File: src/rtl/ps2_host_tx_if.sv
// Command-byte handshake between a client and the PS/2 host transmitter.
// The client (master) offers bytes; the transmitter (slave) reports status.
interface ps2_host_tx_if;
    logic       tx_valid;
    logic [7:0] tx_data;
    logic       tx_ready;
    logic       tx_busy;
    logic       tx_done;
    logic       tx_err;
    logic [1:0] tx_err_code;

    modport master (
        output tx_valid, tx_data,
        input  tx_ready, tx_busy, tx_done, tx_err, tx_err_code
    );

    modport slave (
        input  tx_valid, tx_data,
        output tx_ready, tx_busy, tx_done, tx_err, tx_err_code
    );
endinterface

File: src/rtl/ps2_host_tx.sv
// PS/2 host-to-device transmitter: request-to-send, 8 data bits LSB first,
// odd parity, stop, then checks the device ACK. Lines are open-drain (oe=1 pulls low).
module ps2_host_tx #(
    parameter int INHIBIT_CYC  = 12000,
    parameter int START_TO_CYC = 1500000,
    parameter int PKT_TO_CYC   = 200000,
    parameter int FILT_LEN     = 4
) (
    input  logic          clk,
    input  logic          rst_n,
    ps2_host_tx_if.slave  tx,
    input  logic          ps2_clk_in,
    input  logic          ps2_data_in,
    output logic          ps2_clk_oe,
    output logic          ps2_data_oe
);

    localparam int TMAX0 = (INHIBIT_CYC > START_TO_CYC) ? INHIBIT_CYC : START_TO_CYC;
    localparam int TMAX  = (TMAX0 > PKT_TO_CYC) ? TMAX0 : PKT_TO_CYC;
    localparam int TW    = $clog2(TMAX + 2);
    localparam int FW    = $clog2(FILT_LEN + 1);

    typedef enum logic [2:0] {
        S_IDLE, S_INHIBIT, S_REQ, S_SHIFT, S_ACK, S_WAIT_IDLE, S_DONE, S_ERR
    } state_t;

    state_t          state_q, state_d;
    logic [1:0]      code_d, err_code_q;
    logic [9:0]      sreg_q;
    logic [3:0]      bit_cnt_q;
    logic [TW-1:0]   timer_q;

    logic            clk_s1, clk_s2, data_s1, data_s2, clk_f, fe;
    logic [FW-1:0]   filt_cnt;

    logic accept, inh_last, start_to, pkt_to;

    assign accept   = tx.tx_valid && (state_q == S_IDLE);
    assign inh_last = (timer_q == TW'(INHIBIT_CYC - 1));
    assign start_to = (timer_q == TW'(START_TO_CYC));
    assign pkt_to   = (timer_q == TW'(PKT_TO_CYC));

    // Synchronizers; ps2_clk must also hold a new level for FILT_LEN samples
    // before it is accepted, so short glitches never produce an edge.
    always_ff @(posedge clk or negedge rst_n) begin
        if (!rst_n) begin
            clk_s1   <= 1'b1;
            clk_s2   <= 1'b1;
            data_s1  <= 1'b1;
            data_s2  <= 1'b1;
            clk_f    <= 1'b1;
            filt_cnt <= '0;
            fe       <= 1'b0;
        end else begin
            clk_s1  <= ps2_clk_in;
            clk_s2  <= clk_s1;
            data_s1 <= ps2_data_in;
            data_s2 <= data_s1;
            fe      <= 1'b0;
            if (clk_s2 == clk_f) begin
                filt_cnt <= '0;
            end else if (filt_cnt == FW'(FILT_LEN - 1)) begin
                clk_f    <= clk_s2;
                filt_cnt <= '0;
                fe       <= ~clk_s2;
            end else begin
                filt_cnt <= filt_cnt + FW'(1);
            end
        end
    end

    always_ff @(posedge clk or negedge rst_n) begin
        if (!rst_n) state_q <= S_IDLE;
        else        state_q <= state_d;
    end

    // Timer expiry is checked before the edge so a simultaneous fe loses.
    always_comb begin
        state_d = state_q;
        code_d  = 2'b00;
        case (state_q)
            S_IDLE:    if (accept) state_d = S_INHIBIT;
            S_INHIBIT: if (inh_last) state_d = S_REQ;
            S_REQ: begin
                if (start_to) begin
                    state_d = S_ERR;
                    code_d  = 2'b01;
                end else if (fe) begin
                    state_d = S_SHIFT;
                end
            end
            S_SHIFT: begin
                if (pkt_to) begin
                    state_d = S_ERR;
                    code_d  = 2'b10;
                end else if (fe && bit_cnt_q == 4'd9) begin
                    state_d = S_ACK;
                end
            end
            S_ACK: begin
                if (pkt_to) begin
                    state_d = S_ERR;
                    code_d  = 2'b10;
                end else if (fe) begin
                    if (data_s2) begin
                        state_d = S_ERR;
                        code_d  = 2'b11;
                    end else begin
                        state_d = S_WAIT_IDLE;
                    end
                end
            end
            S_WAIT_IDLE: begin
                if (pkt_to) begin
                    state_d = S_ERR;
                    code_d  = 2'b10;
                end else if (clk_s2 && data_s2) begin
                    state_d = S_DONE;
                end
            end
            default: state_d = S_IDLE;
        endcase
    end

    // Shift register, edge counter, shared timer and sticky error code.
    always_ff @(posedge clk or negedge rst_n) begin
        if (!rst_n) begin
            sreg_q     <= '0;
            bit_cnt_q  <= '0;
            timer_q    <= '0;
            err_code_q <= 2'b00;
        end else begin
            if (code_d != 2'b00) err_code_q <= code_d;
            case (state_q)
                S_IDLE: begin
                    timer_q <= '0;
                    if (accept) begin
                        sreg_q    <= {1'b1, ~^tx.tx_data, tx.tx_data};
                        bit_cnt_q <= '0;
                    end
                end
                S_INHIBIT: timer_q <= inh_last ? '0 : timer_q + TW'(1);
                S_REQ: begin
                    if (fe) begin
                        timer_q   <= TW'(1);
                        bit_cnt_q <= 4'd1;
                    end else begin
                        timer_q <= timer_q + TW'(1);
                    end
                end
                S_SHIFT: begin
                    timer_q <= timer_q + TW'(1);
                    if (fe) begin
                        sreg_q    <= {1'b1, sreg_q[9:1]};
                        bit_cnt_q <= bit_cnt_q + 4'd1;
                    end
                end
                S_ACK, S_WAIT_IDLE: timer_q <= timer_q + TW'(1);
                default: timer_q <= '0;
            endcase
        end
    end

    always_comb begin
        ps2_clk_oe  = 1'b0;
        ps2_data_oe = 1'b0;
        tx.tx_done  = 1'b0;
        tx.tx_err   = 1'b0;
        case (state_q)
            S_INHIBIT: begin
                ps2_clk_oe  = 1'b1;
                ps2_data_oe = inh_last;
            end
            S_REQ:   ps2_data_oe = 1'b1;
            S_SHIFT: ps2_data_oe = ~sreg_q[0];
            S_DONE:  tx.tx_done  = 1'b1;
            S_ERR:   tx.tx_err   = 1'b1;
            default: ;
        endcase
    end

    assign tx.tx_ready    = (state_q == S_IDLE);
    assign tx.tx_busy     = (state_q != S_IDLE);
    assign tx.tx_err_code = err_code_q;

endmodule
File: src/flat_wrapper.sv
// flat-port wrapper written by rule: the top's interface ports become plain ports
module ps2_host_tx_flat 
#(
    parameter int INHIBIT_CYC  = 12000,
    parameter int START_TO_CYC = 1500000,
    parameter int PKT_TO_CYC   = 200000,
    parameter int FILT_LEN     = 4
)
  (clk, rst_n, ps2_clk_in, ps2_data_in, ps2_clk_oe, ps2_data_oe, tx_tx_valid, tx_tx_data, tx_tx_ready, tx_tx_busy, tx_tx_done, tx_tx_err, tx_tx_err_code);
  ps2_host_tx_if tx_i ();
  input  logic clk;
  input  logic rst_n;
  input  logic ps2_clk_in;
  input  logic ps2_data_in;
  output logic ps2_clk_oe;
  output logic ps2_data_oe;
  input wire logic [$bits(tx_i.tx_valid)-1:0] tx_tx_valid;
  input wire logic [$bits(tx_i.tx_data)-1:0] tx_tx_data;
  output wire logic [$bits(tx_i.tx_ready)-1:0] tx_tx_ready;
  output wire logic [$bits(tx_i.tx_busy)-1:0] tx_tx_busy;
  output wire logic [$bits(tx_i.tx_done)-1:0] tx_tx_done;
  output wire logic [$bits(tx_i.tx_err)-1:0] tx_tx_err;
  output wire logic [$bits(tx_i.tx_err_code)-1:0] tx_tx_err_code;
  assign tx_i.tx_valid = tx_tx_valid;
  assign tx_i.tx_data = tx_tx_data;
  assign tx_tx_ready = tx_i.tx_ready;
  assign tx_tx_busy = tx_i.tx_busy;
  assign tx_tx_done = tx_i.tx_done;
  assign tx_tx_err = tx_i.tx_err;
  assign tx_tx_err_code = tx_i.tx_err_code;
  ps2_host_tx #(.INHIBIT_CYC(INHIBIT_CYC), .START_TO_CYC(START_TO_CYC), .PKT_TO_CYC(PKT_TO_CYC), .FILT_LEN(FILT_LEN)) u_core (.clk(clk), .rst_n(rst_n), .tx(tx_i), .ps2_clk_in(ps2_clk_in), .ps2_data_in(ps2_data_in), .ps2_clk_oe(ps2_clk_oe), .ps2_data_oe(ps2_data_oe));
endmodule
File: config.mk
export PLATFORM = sky130hd
export DESIGN_NAME = ps2_host_tx_flat
export DESIGN_NICKNAME = d
export VERILOG_FILES = /design/src/rtl/ps2_host_tx_if.sv /design/src/rtl/ps2_host_tx.sv /design/src/flat_wrapper.sv
export SDC_FILE = /design/constraint.sdc
export NUM_CORES = 1
export LEC_CHECK = 0
export CAP_MARGIN = 20
export CORE_UTILIZATION = 55
export CTS_CLUSTER_DIAMETER = 30
export DETAILED_ROUTE_END_ITERATION = 16
export PLACE_DENSITY = 0.79
export SETUP_SLACK_MARGIN = 0.2
export SLEW_MARGIN = 5
export SYNTH_ARGS = -nofsm -noshare
export SYNTH_HDL_FRONTEND = slang
export SYNTH_SLANG_ARGS = --single-unit
File: constraint.sdc
create_clock -name clk -period 2.4 [get_ports clk]
set_input_delay 0.72 -clock clk [delete_from_list [all_inputs] [get_ports clk]]
set_output_delay 0.72 -clock clk [all_outputs]
set_load 0.02 [all_outputs]
==> After elaboration in Yosys (flattened, before gate mapping) <==
Index checks and enable logic that the tools add are counted.
{ "op_classes": {"add_sub_neg": 3, "n_eq_ne": 21, "n_mux": 36, "bitwise": 3, "reduce_logical": 15} }
{ "ops": {"columns": ["op", "n"], "rows": [
  ["$pmux W21 S3", 1],
  ["$mux W21", 2],
  ["$mux W3", 12],
  ["$add A21 B1 Y21 const B", 1],
  ["$eq A21 B14 Y1 const B", 1],
  ["$eq A21 B18 Y1 const B", 1],
  ["$eq A21 B21 Y1 const B", 1],
  ["$mux W10", 2],
  ["$pmux W10 S2", 1],
  ["$pmux W3 S6", 1],
  ["$eq A3 B3 Y1 const B", 4],
  ["$mux W4", 3],
  ["$ne A3 B1 Y1 const B", 4],
  ["$pmux W4 S3", 1],
  ["$mux W2", 5],
  ["$eq A3 B2 Y1 const B", 3],
  ["$ne A2 B1 Y1 const B", 4],
  ["$reduce_xnor A8 Y1", 1],
  ["$mux W1", 6],
  ["$pmux W2 S3", 1],
  ["$reduce_and A6 Y1", 1],
  ["$reduce_bool A3 Y1", 2],
  ["$add A4 B1 Y4 const B", 1],
  ["$eq A4 B4 Y1 const B", 1],
  ["13 further kinds", 18]
]} }
{ "totals": {"register_bits": 49, "in_bits": 13, "output_inout_bits": 8, "elab_cells": 90} }

==> Longest topological paths before layout <==
{ "depth": {"word_depth": 5, "depth_mapped": 7, "depth_no_buf": 7} }

==> Least setup slack after synthesis <==
Ideal clock, no wire load.
{ "synth_timing": {"kind": "flip-flop to output port", "startpoint": "register u_core.timer_q[0]", "endpoint": "output port ps2_data_oe", "t_arrival_ns": 1.750, "t_required_ns": 1.680, "slack_ns": -0.070, "stages_incl_launch_ff": 6, "path_buffers": 0, "cell_sequence": "dfrtp_1 ha_1 and4_1 nor4b_1 nand4_1 a21oi_1"} }
{ "synth_via": {"elab_chain_len": 2} }
{ "synth_lines": {"columns": ["element", "line_no", "source"], "rows": [
  ["start, declared", "ps2_host_tx.sv:31", "logic [TW-1:0] timer_q;"],
  ["start signal, assigned", "ps2_host_tx.sv:142", "S_INHIBIT: timer_q <= inh_last ? '0 : timer_q + TW'(1);"],
  ["start signal, assigned", "ps2_host_tx.sv:148", "timer_q <= timer_q + TW'(1);"],
  ["start signal, assigned", "ps2_host_tx.sv:152", "timer_q <= timer_q + TW'(1);"],
  ["$eq A21 B14 Y1", "ps2_host_tx.sv:39", "assign inh_last = (timer_q == TW'(INHIBIT_CYC - 1));"],
  ["$pmux W1 S3", "ps2_host_tx.sv:169", "case (state_q)"],
  ["end, declared", "flat_wrapper.sv:16", "output logic ps2_data_oe;"]
]} }
No other way between the ends.

==> Final worst setup path <==
{ "layout_timing": {"startpoint": "register u_core.timer_q[18]", "endpoint": "output port ps2_data_oe"} }
Same word-level chain as after synthesis.

==> impl_metrics.ini <==
[run_status]
run_status = finished, violations left
failed_checks = negative setup slack

[floorplanning]
core_area_um2 = 4470
dieArea_um2 = 5040
rows = 24
io_pins = 21
start_util_pct = 58.5
die_h_um = 71.0
die_w_um = 71.0

[power]
p_leak_uw = 0.00150
power.density_nw_per_um2 = 594
vdd_drop_max_mv = 0.437
total_power_uw = 1980

[detailed_routing]
vias = 2186
post_drt_via_cell_ratio = 5.62
drcViolationCount = 0
drt_iter0_markers = 165
routed_wl_um = 5610
dr.pass1.iters = 4
wl_per_cell_um = 14.4
ant_nets = 0

[setup_path]
end_kind = output pin
crit_path_max_fanout = 2
critPathLaunchType = register
cp.required_ns = 1.68
crit_arrival_ns = 1.87
path_class = reg -> out
r2r_cells = 8

[sta]
finalMaxSlewViolations = 0
min_period_ns = 2.59
holdWs_ns = 0.361
rsz0062_at_grt = true
tightest_slew_ns = 0.451
slew_headroom_pct = 69.7
setup_viol_count_final = 1
skew_ns = 0.00378
hold_violations = 0
fin_crit_sh_pct = 108
fin_ws_ns = -0.193
max_freq_ghz = 0.386

[synthesis]
ys_ff_latch = 49
synth_commonest_cells = 44 x dfrtp_1, 32 x nor2_1, 25 x nand2_1
synth_cell_types = 51
async_flop_share_pct = 100
synth_edf_count = 0
yosys.area.top_type = dfrtp_1
synth-seq-area-share_pct = 47.1
yosysMostFrequentCell = dfrtp_1
synthesis.nets = 288
syn_inst = 270
ys_top_cells_by_area = dfrtp_1 42%, xnor2_1 7.0%, dfstp_2 5.0%
syn_area_um2 = 2620
synth_top_area_share_pct = 42.1
ys_warn_count = 0
syn_avg_cell_area_um2 = 9.69
synthFlopType = dfrtp_1

[clock_network]
numCtsBuffers = 5
cts_tree = built
clock-root-buffer = clkbuf_8
htree_levels = 2
clkSlewWorstSetupHoldPaths_ns = 0.09
cts_sinks = 49
clock_latency_ns = 0.30
cts_buffer_depth = 2

[global_route]
grt_pass1_vias = 2145
antenna_found_initial = 0
grt_max_degree = 26
grt_pass1_wl_um = 9980
grt_use_met1_pct = 37.6
grt-ovfl-total = 0
grt.busiest_layer = met2
use_met2_pct = 38.0
track_usage_pct = 25.6
global_route.usage.met3_pct = 4.70

[placement]
io_buffers = 20
hpwlAfterDp_um = 4150
place_inst = 377
place_congestion = 0.864

[worst_hold_path]
hold_class = reg -> reg
min_delay_path_depth = 0

[run]
maxCapViolCount = 0

[layout]
area_growth_syn_to_layout_pct = 27.1
nFillCells = 294
antenna_cells = 0
layoutNonFillerInstCount = 389
final_nets = 354
drive_gt1_share_pct = 24.6
through the flow:
stage | util, % | setup slack [ns] | instance area, µm² | setup TNS [ns]
2_1_floorplan | - | 0.0721 | 2630 | 0
3_3_place_gp | 70.9 | -0.338 | 3170 | -0.338
3_5_place_dp | 70.9 | -0.361 | 3170 | -0.361
4_1_cts | 74.3 | -0.203 | 3320 | -0.203
5_1_grt | 74.3 | -0.273 | 3330 | -0.273
6_report | 74.3 | -0.193 | 3330 | -0.193
cell type report:
class | instances | area (µm²) | area share, %
flip-flops and latches | 49 | 1240 | 37.2
clock inverters | 2 | 13.8 | 0.414
inverters | 10 | 37.5 | 1.13
repair buffers | 67 | 533 | 16.0
multi-input cells | 203 | 1360 | 40.8
clock buffers | 6 | 82.6 | 2.48
well taps | 52 | 65.1 | 1.96
worst paths after layout:
kind                                    start                 to  slack [ns]
hold / removal                 u_core.data_s1     u_core.data_s2        0.36
hold reg to reg                u_core.data_s1     u_core.data_s2        0.36
min in group asynchronous               rst_n  u_core.timer_q[2]        0.40
setup / recovery           u_core.timer_q[18]        ps2_data_oe       -0.19
setup reg to reg           u_core.timer_q[18]  u_core.timer_q[5]        0.28
max in group asynchronous               rst_n      u_core.clk_s1        1.71
placed cells by master, fill, tap and decap left out, types with 2 or more instances in the layout:
| cell | instances |
|---|---|
| a21o_1 | 2 |
| a21oi_1 | 4 |
| a22oi_1 | 2 |
| a31oi_1 | 2 |
| and2_1 | 2 |
| and3_1 | 3 |
| and3b_1 | 2 |
| buf_2 | 2 |
| buf_4 | 47 |
| clkbuf_2 | 2 |
| clkbuf_8 | 6 |
| clkdlybuf4s50_1 | 13 |
| dfrtp_1 | 41 |
| dfrtp_2 | 3 |
| dfstp_2 | 5 |
| ha_1 | 5 |
| inv_1 | 10 |
| mux2_2 | 2 |
| mux2i_1 | 9 |
| nand2_1 | 25 |
| nand2b_1 | 3 |
| nand3_1 | 11 |
| nand4_1 | 9 |
| nand4b_1 | 2 |
| nor2_1 | 31 |
| nor2b_1 | 4 |
| nor3_1 | 6 |
| nor3_4 | 2 |
| nor3b_1 | 3 |
| nor4_1 | 6 |
| o21ai_0 | 12 |
| o21ai_1 | 2 |
| o31ai_1 | 2 |
| or3_1 | 2 |
| xnor2_1 | 21 |
| xor2_1 | 6 |
cell families (layout without fill, tap and decap cells):
logic type | count (synthesis) | in the layout | synth area share, %
xor+xnor | 27 | 27 | 9.03
fa+ha+maj | 5 | 5 | 2.39
buf+inv | 18 | 85 | 2.92
mux | 11 | 11 | 4.30
flops | 49 | 49 | 47.1
simple gates | 121 | 121 | 24.3
compound gates | 39 | 39 | 9.94
worst max-delay path: stages, from the launching register on:
cell and delay, ns:
dfrtp_1 0.39, or4_4 0.55, nor3_4 0.14, nand4_1 0.16
a21oi_2 0.18, buf_4 0.16
report_power, final:
part | switching (µW) | internal [µW] | total [µW] | leakage, µW
Combinational | 241 | 241 | 483 | 0.000820
Sequential | 53.4 | 934 | 987 | 0.000625
Clock | 273 | 234 | 507 | 0.0000512
metal layers:
layer / part of all wire, % / routed length, µm
met2: 46 / 2590
met1: 47 / 2650
met3: 5.0 / 283
met5: 0 / 0
met4: 1.5 / 87
flip-flops by register name, summed over array words and instances, names as in the netlist:
signal / count
u_core.tx.tx_err_code: 2
u_core.clk_s2: 1
u_core.bit_cnt_q: 4
u_core.state_q: 3
u_core.filt_cnt: 3
u_core.sreg_q: 10
u_core.timer_q: 21
u_core.fe: 1
u_core.data_s2: 1
u_core.data_s1: 1
u_core.clk_f: 1
u_core.clk_s1: 1
what timing repair did:
action                                  in CTS  in global routing
endpoints found under the hold margin        0                  0
cloned                                       0                  0
pin swaps                                    4                  2
setup buffers                                4                  0
hold buffers                                 0                  0
resized for setup                           21                  8
endpoints found under the setup margin       6                 26
Power figures use the tool's default switching activity.
